<file path="config.mk">
export PLATFORM = sky130hd
export DESIGN_NAME = motion_seq
export DESIGN_NICKNAME = d
export VERILOG_FILES = /design/src/rtl/motion_seq.sv
export SDC_FILE = /design/constraint.sdc
export NUM_CORES = 1
export LEC_CHECK = 0
export CORE_ASPECT_RATIO = 0.75
export CORE_MARGIN = 4
export CORE_UTILIZATION = 41
export CTS_BUF_LIST = sky130_fd_sc_hd__clkbuf_4
export DETAILED_ROUTE_END_ITERATION = 6
export PLACE_DENSITY = 0.69
export SYNTH_ARGS = -nofsm -noshare
export SYNTH_HDL_FRONTEND = slang
export SYNTH_SLANG_ARGS = --single-unit
export TNS_END_PERCENT = 10
</file>
<file path="constraint.sdc">
create_clock -name clk -period 2.45 [get_ports clk]
set_input_delay 0.3675 -clock clk [delete_from_list [all_inputs] [get_ports clk]]
set_output_delay 0.3675 -clock clk [all_outputs]
set_load 0.02 [all_outputs]
</file>
<file path="src/rtl/motion_seq.sv">
// motion_seq: step-rate and direction sequencer for the dual stepper output stage.
// Define MOTION_RAMP_EN to build the trapezoidal accel/decel ramp; otherwise every step uses PERIOD_MIN.
module motion_seq #(
    parameter int STEPS_W      = 16,
    parameter int PER_W        = 20,
    parameter int PERIOD_START = 200000,
    parameter int PERIOD_MIN   = 50000,
    parameter int PERIOD_DELTA = 2000,
    parameter int SETTLE_CYC   = 16
) (
    input  logic               clk,
    input  logic               rst,
    input  logic               cmd_valid,
    input  logic [1:0]         cmd_op,
    input  logic [STEPS_W-1:0] cmd_steps,
    output logic               cmd_ready,
    input  logic               stop,
    output logic               speed,
    output logic               dir_left,
    output logic               dir_right,
    output logic               busy,
    output logic               done,
    output logic [1:0]         dbg_state
);
    // Handshake: a command transfers on a rising edge where cmd_valid && cmd_ready
    // and stop is low; cmd_ready is only high in IDLE, so nothing queues.

    typedef enum logic [1:0] {
        S_IDLE   = 2'd0,
        S_SETTLE = 2'd1,
        S_RUN    = 2'd2,
        S_DONE   = 2'd3
    } state_t;

    localparam logic [PER_W-1:0] P_MIN       = PER_W'(PERIOD_MIN);
    localparam logic [PER_W-1:0] SETTLE_LAST = PER_W'(SETTLE_CYC - 1);
`ifdef MOTION_RAMP_EN
    localparam logic [PER_W-1:0] P_START   = PER_W'(PERIOD_START);
    localparam logic [PER_W:0]   P_DELTA_X = (PER_W+1)'(PERIOD_DELTA);
    localparam logic [PER_W-1:0] P_LOAD    = P_START;
`else
    localparam logic [PER_W-1:0] P_LOAD    = P_MIN;
`endif

    if (PERIOD_MIN < 2 || PERIOD_START < PERIOD_MIN || PERIOD_DELTA < 0 || SETTLE_CYC < 1) begin : g_bad_cfg
        $error("motion_seq: invalid period or settle configuration");
    end

    state_t             state_q;
    logic [PER_W-1:0]   per_cnt_q;
    logic [PER_W-1:0]   period_q;
    logic [PER_W-1:0]   period_d;
    logic [STEPS_W-1:0] remaining_q;
    logic [STEPS_W-1:0] remaining_d;
    logic               speed_q;
    logic               speed_d;
    logic               dir_left_q;
    logic               dir_right_q;
    logic               busy_q;
    logic               done_q;
    logic               cmd_ready_q;
    logic               step_last;
`ifdef MOTION_RAMP_EN
    logic [STEPS_W-1:0] ramp_q;
    logic [STEPS_W-1:0] ramp_d;
    logic [PER_W:0]     per_up;
    logic [PER_W:0]     per_dn;
`endif

    // Step bookkeeping: per_cnt_q is the cycle index inside the current step.
    always_comb begin
        step_last   = (per_cnt_q == period_q - PER_W'(1));
        remaining_d = remaining_q - STEPS_W'(1);
        speed_d     = (per_cnt_q + PER_W'(1)) < (period_q >> 1);
`ifdef MOTION_RAMP_EN
        per_up   = {1'b0, period_q} + P_DELTA_X;
        per_dn   = {1'b0, period_q} - P_DELTA_X;
        period_d = period_q;
        ramp_d   = ramp_q;
        // Decelerate once the steps left fit inside the steps spent accelerating.
        if (remaining_d <= ramp_q) begin
            period_d = (per_up > {1'b0, P_START}) ? P_START : per_up[PER_W-1:0];
            ramp_d   = ramp_q - STEPS_W'(1);
        end else if (period_q > P_MIN) begin
            period_d = (per_dn[PER_W] || per_dn < {1'b0, P_MIN}) ? P_MIN : per_dn[PER_W-1:0];
            ramp_d   = ramp_q + STEPS_W'(1);
        end
`else
        period_d = P_MIN;
`endif
    end

    always_ff @(posedge clk) begin
        if (rst) begin
            state_q     <= S_IDLE;
            per_cnt_q   <= '0;
            period_q    <= P_LOAD;
            remaining_q <= '0;
            speed_q     <= 1'b0;
            dir_left_q  <= 1'b0;
            dir_right_q <= 1'b0;
            busy_q      <= 1'b0;
            done_q      <= 1'b0;
            cmd_ready_q <= 1'b0;
`ifdef MOTION_RAMP_EN
            ramp_q      <= '0;
`endif
        end else begin
            done_q <= 1'b0;
            if (state_q != S_IDLE && stop) begin
                state_q     <= S_IDLE;
                per_cnt_q   <= '0;
                speed_q     <= 1'b0;
                busy_q      <= 1'b0;
                cmd_ready_q <= 1'b1;
            end else begin
                case (state_q)
                    S_IDLE: begin
                        if (cmd_ready_q && cmd_valid && !stop) begin
                            state_q     <= S_SETTLE;
                            per_cnt_q   <= '0;
                            period_q    <= P_LOAD;
                            remaining_q <= cmd_steps;
                            busy_q      <= 1'b1;
                            cmd_ready_q <= 1'b0;
`ifdef MOTION_RAMP_EN
                            ramp_q      <= '0;
`endif
                            // op bit 1 = turn; left wheel forward for FWD and TURN_R.
                            dir_left_q  <= (cmd_op == 2'd0) || (cmd_op == 2'd3);
                            dir_right_q <= (cmd_op == 2'd0) || (cmd_op == 2'd2);
                        end else begin
                            cmd_ready_q <= 1'b1;
                        end
                    end
                    S_SETTLE: begin
                        if (per_cnt_q == SETTLE_LAST) begin
                            per_cnt_q <= '0;
                            if (remaining_q == '0) begin
                                state_q <= S_DONE;
                                done_q  <= 1'b1;
                            end else begin
                                state_q <= S_RUN;
                                speed_q <= 1'b1;
                            end
                        end else begin
                            per_cnt_q <= per_cnt_q + PER_W'(1);
                        end
                    end
                    S_RUN: begin
                        if (step_last) begin
                            per_cnt_q   <= '0;
                            remaining_q <= remaining_d;
                            if (remaining_d == '0) begin
                                state_q <= S_DONE;
                                speed_q <= 1'b0;
                                done_q  <= 1'b1;
                            end else begin
                                period_q <= period_d;
                                speed_q  <= 1'b1;
`ifdef MOTION_RAMP_EN
                                ramp_q   <= ramp_d;
`endif
                            end
                        end else begin
                            per_cnt_q <= per_cnt_q + PER_W'(1);
                            speed_q   <= speed_d;
                        end
                    end
                    S_DONE: begin
                        state_q     <= S_IDLE;
                        busy_q      <= 1'b0;
                        cmd_ready_q <= 1'b1;
                    end
                    default: begin
                        state_q     <= S_IDLE;
                        speed_q     <= 1'b0;
                        busy_q      <= 1'b0;
                        cmd_ready_q <= 1'b1;
                    end
                endcase
            end
        end
    end

    assign cmd_ready = cmd_ready_q;
    assign speed     = speed_q;
    assign dir_left  = dir_left_q;
    assign dir_right = dir_right_q;
    assign busy      = busy_q;
    assign done      = done_q;
    assign dbg_state = state_q;

endmodule

</file>
==> qor.txt <==
Status = finished clean
DPL Wire Length = 5910 um
Switching fraction of total power = 41.9%
Row cnt = 27
Net Switching = 907 uW
Fraction of the yosys area taken by sequential cells = 28.4%
Worst-Skew Late Latency = 370 ps
Area of placed instances = 3490 um2
Slew of the pin with the lowest slew margin = 589 ps
Die span in y = 83.3 um
Crit path required time = 2740 ps
Total setup violations reported at the end of the flow = 0
Total negative slack for setup checks = 0 ps
Synthesis-to-layout area growth = 14.6%
Synth Area per Inst = 7.52 um2
Overall overflow remaining after global route = 0
Post-synthesis async set-or-reset flop share = 0%
Part of the power in registers = 39.8%
Quantity of I/O buffers inserted on ports = 29
Level count of the clock H-tree = 2
Overall track demand over capacity in global routing = 18.0%
Routability congestion estimate from global placement = 0.865
DRC = 0
Setup Fix Bufs, Post-CTS = 0
Vias in the first global route = 2722
P_leak = 1.20 nW
Per-cell via count in the routed design = 5.91
Max-cap violations = 0
Main area contributors after synthesis = sky130_fd_sc_hd__dfxtp_1, sky130_fd_sc_hd__nor2_1, sky130_fd_sc_hd__a21oi_1
Syn_nets = 445
Die width = 108 um
Post-route ant nets = 0
Number of nets in the final layout = 464
Tightest Hold Check Type = reg -> reg
ANT cells = 0
Final instance area = 3550 um2
Drt total wl = 8160 um
Num CTS Buffers = 5
Library cells used by synthesis = 64
Rel. slew slack = 60.4%
Starting density of the core = 42.3%
Critical path type = reg -> reg
Post-synthesis instance total = 412
Longest Clk Path Bufs = 2
Achievable frequency = 442 MHz
Part of the power in combinational logic = 43.8%
Power per cell area = 609 nW/um2
Post-route fraction of the period consumed by the critical path = 92.3%
Floorplan Core Area = 7330 um2
Antenna violations before repair = 0
Via count = 3143
Largest fanout of any net on the critical path = 5
Final hold violation count = 0
CP endpoint kind = flop
Clock transition at the registers of the reported paths = 130 ps
Number of fillers in the final layout = 741
Number of synthesized flops with an enable pin = 0
DRC violation total after the first TritonRoute iteration = 305
Clock power share = 16.4%
Fraction of layout cells with a size suffix above 1 = 10.2%
Register bit total from synthesis = 44
Detailed Routing Iterations Pass 1 = 6
Final count of pins violating max slew = 0
Number of primary I/O pins = 30
Sink Count = 44
VDD IR-drop max = 0.325 mV
Summed instance area of the synthesized netlist = 3100 um2
Worst reg-to-reg setup slack = 190 ps
Pwr Total = 2.16 mW
Share of the synthesized area in the top cell type = 28.4%
Post-route minimum period = 2260 ps
Startpoint kind of the worst setup timing path = flop
Total number of yosys warnings = 0
Cell accounting for the most synthesized area = sky130_fd_sc_hd__dfxtp_1
Routed WL per cell = 15.3 um
Synth Flop Type = sky130_fd_sc_hd__dfxtp_1
Internal power = 1.26 mW
Final Skew = 15.8 ps
Hold_buf cts = 0
Die Area = 9030 um2
Cell at the root of the clock tree = sky130_fd_sc_hd__clkbuf_4
Signal arrival time at the worst endpoint = 2550 ps
Pin count of the biggest net entering global routing = 27
RSZ-0062 raised after global routing = no
Clock tree from TritonCTS = built
Wire length of the first global-routing pass = 13500 um
## power by group through the flow
stage	registers, mW	logic [mW]	clock network (mW)
floorplan	0.873	0.639	0
global placement	0.871	0.911	0
detailed placement	0.872	0.925	0
CTS	0.858	0.930	0.365
global route	0.871	1.06	0.387
finish	0.861	0.946	0.355
## kinds of logic after synthesis
| group | after synthesis | synth area share [%] |
|---|---|---|
| xor+xnor | 5 | 1.41 |
| compound gates | 123 | 26.3 |
| mux | 3 | 1.01 |
| buf+inv | 44 | 6.46 |
| flops | 44 | 28.4 |
| fa+ha+maj | 11 | 4.44 |
| simple gates | 182 | 32.0 |
## layer usage
metal,part of all wire [%],global-route usage (%),up-vias,wire [um]
met5,0,0,-,0
met4,0.76,3.44,0,62
met3,6.8,2.56,7,558
met2,40,24.3,109,3280
met1,52,29.6,1476,4260
li1,-,-,1551,-
## flip-flops by register name (all words and copies together) (netlist names)
name / cells
busy: 1
cmd_ready: 1
dir_right: 1
dir_left: 1
remaining_q: 16
dbg_state: 2
per_cnt_q: 20
done: 1
speed: 1
## cells in the mapped netlist (all sizes together), types with 5 or more instances
cell / n
nor2: 52
dfxtp: 44
nand2: 36
a21oi: 35
o21ai: 23
nor3: 18
nand3: 17
buf: 16
clkbuf: 16
a211oi: 12
inv: 12
ha: 11
a22oi: 9
nor4: 8
nand3b: 7
nand4: 7
o22ai: 7
and3: 6
a311oi: 5
nand2b: 5
o31ai: 5
## worst max-delay path: stages, from the launching register on
cell and delay, ps:
sky130_fd_sc_hd__dfxtp_1 430, sky130_fd_sc_hd__inv_1 120, sky130_fd_sc_hd__ha_1 220, sky130_fd_sc_hd__o21bai_1 180, sky130_fd_sc_hd__a311o_1 360, sky130_fd_sc_hd__o211ai_1 80, sky130_fd_sc_hd__o311ai_1 190, sky130_fd_sc_hd__a21oi_2 280
sky130_fd_sc_hd__o21ai_2 100, sky130_fd_sc_hd__a221oi_2 220
## cell usage in the layout, fill, tap and decap left out, types with 3 or more instances in the layout
cell,synthesis,final
sky130_fd_sc_hd__or3_1,4,4
sky130_fd_sc_hd__nor3_1,15,15
sky130_fd_sc_hd__a21oi_1,34,34
sky130_fd_sc_hd__o31ai_1,4,4
sky130_fd_sc_hd__nand2_1,36,36
sky130_fd_sc_hd__nor2_1,51,51
sky130_fd_sc_hd__nand3_1,16,16
sky130_fd_sc_hd__nand4b_1,4,4
sky130_fd_sc_hd__a311oi_1,5,5
sky130_fd_sc_hd__buf_4,2,14
sky130_fd_sc_hd__nand4_1,6,6
sky130_fd_sc_hd__or2_2,4,4
sky130_fd_sc_hd__a21o_1,3,3
sky130_fd_sc_hd__a31oi_1,4,4
sky130_fd_sc_hd__o21ai_0,20,20
sky130_fd_sc_hd__clkdlybuf4s50_1,0,29
sky130_fd_sc_hd__nand2b_1,5,5
sky130_fd_sc_hd__dfxtp_1,44,44
sky130_fd_sc_hd__and3_1,6,5
sky130_fd_sc_hd__and2_1,3,3
sky130_fd_sc_hd__a22oi_1,9,9
sky130_fd_sc_hd__a211oi_1,12,12
sky130_fd_sc_hd__xnor2_1,4,4
sky130_fd_sc_hd__clkbuf_4,0,5
sky130_fd_sc_hd__o211ai_1,3,3
sky130_fd_sc_hd__o2bb2ai_1,3,3
sky130_fd_sc_hd__nor4_1,4,4
sky130_fd_sc_hd__o22ai_1,7,7
sky130_fd_sc_hd__ha_1,11,11
sky130_fd_sc_hd__nor2b_1,3,3
sky130_fd_sc_hd__nor3_2,3,3
sky130_fd_sc_hd__inv_1,12,12
sky130_fd_sc_hd__nand3b_1,7,7
sky130_fd_sc_hd__nor4b_1,3,3
## per-stage QoR
| step | worst slack, ps | instances | hold slack (ps) | utilization, % |
|---|---|---|---|---|
| finish | 188 | 532 | 524 | 48.5 |
| detailed placement | 177 | 525 | 507 | 47.6 |
| CTS | 147 | 532 | 530 | 48.2 |
| global route | 2.26 | 532 | 568 | 48.5 |
| global placement | 224 | 525 | 497 | 47.6 |
| floorplan | 322 | 412 | 480 | - |
## path summary, 6_finish.rpt
kind / depth (start not counted) / endpoint / start
min reg2reg: 2 / dir_left / dir_left
max reg2reg: 9 / dbg_state[0] / remaining_q[0]
min: 2 / dir_left / dir_left
max: 9 / dbg_state[0] / remaining_q[0]
## final cells by class
class	instances	area [um2]	share of cell area [%]
multi-input combinational	324	2030	57.3
sequential	44	881	24.8
timing repair buffer	44	415	11.7
tap	101	126	3.56
inverter	12	45.0	1.27
clock buffer	5	37.5	1.06
clock inverter	2	12.5	0.352
## repair_timing
item	CTS	global route
endpoints found under the setup margin	0	6
hold endpoints to repair	0	0
resized for setup	0	3
No activity file was read; power rests on OpenSTA's default activity.
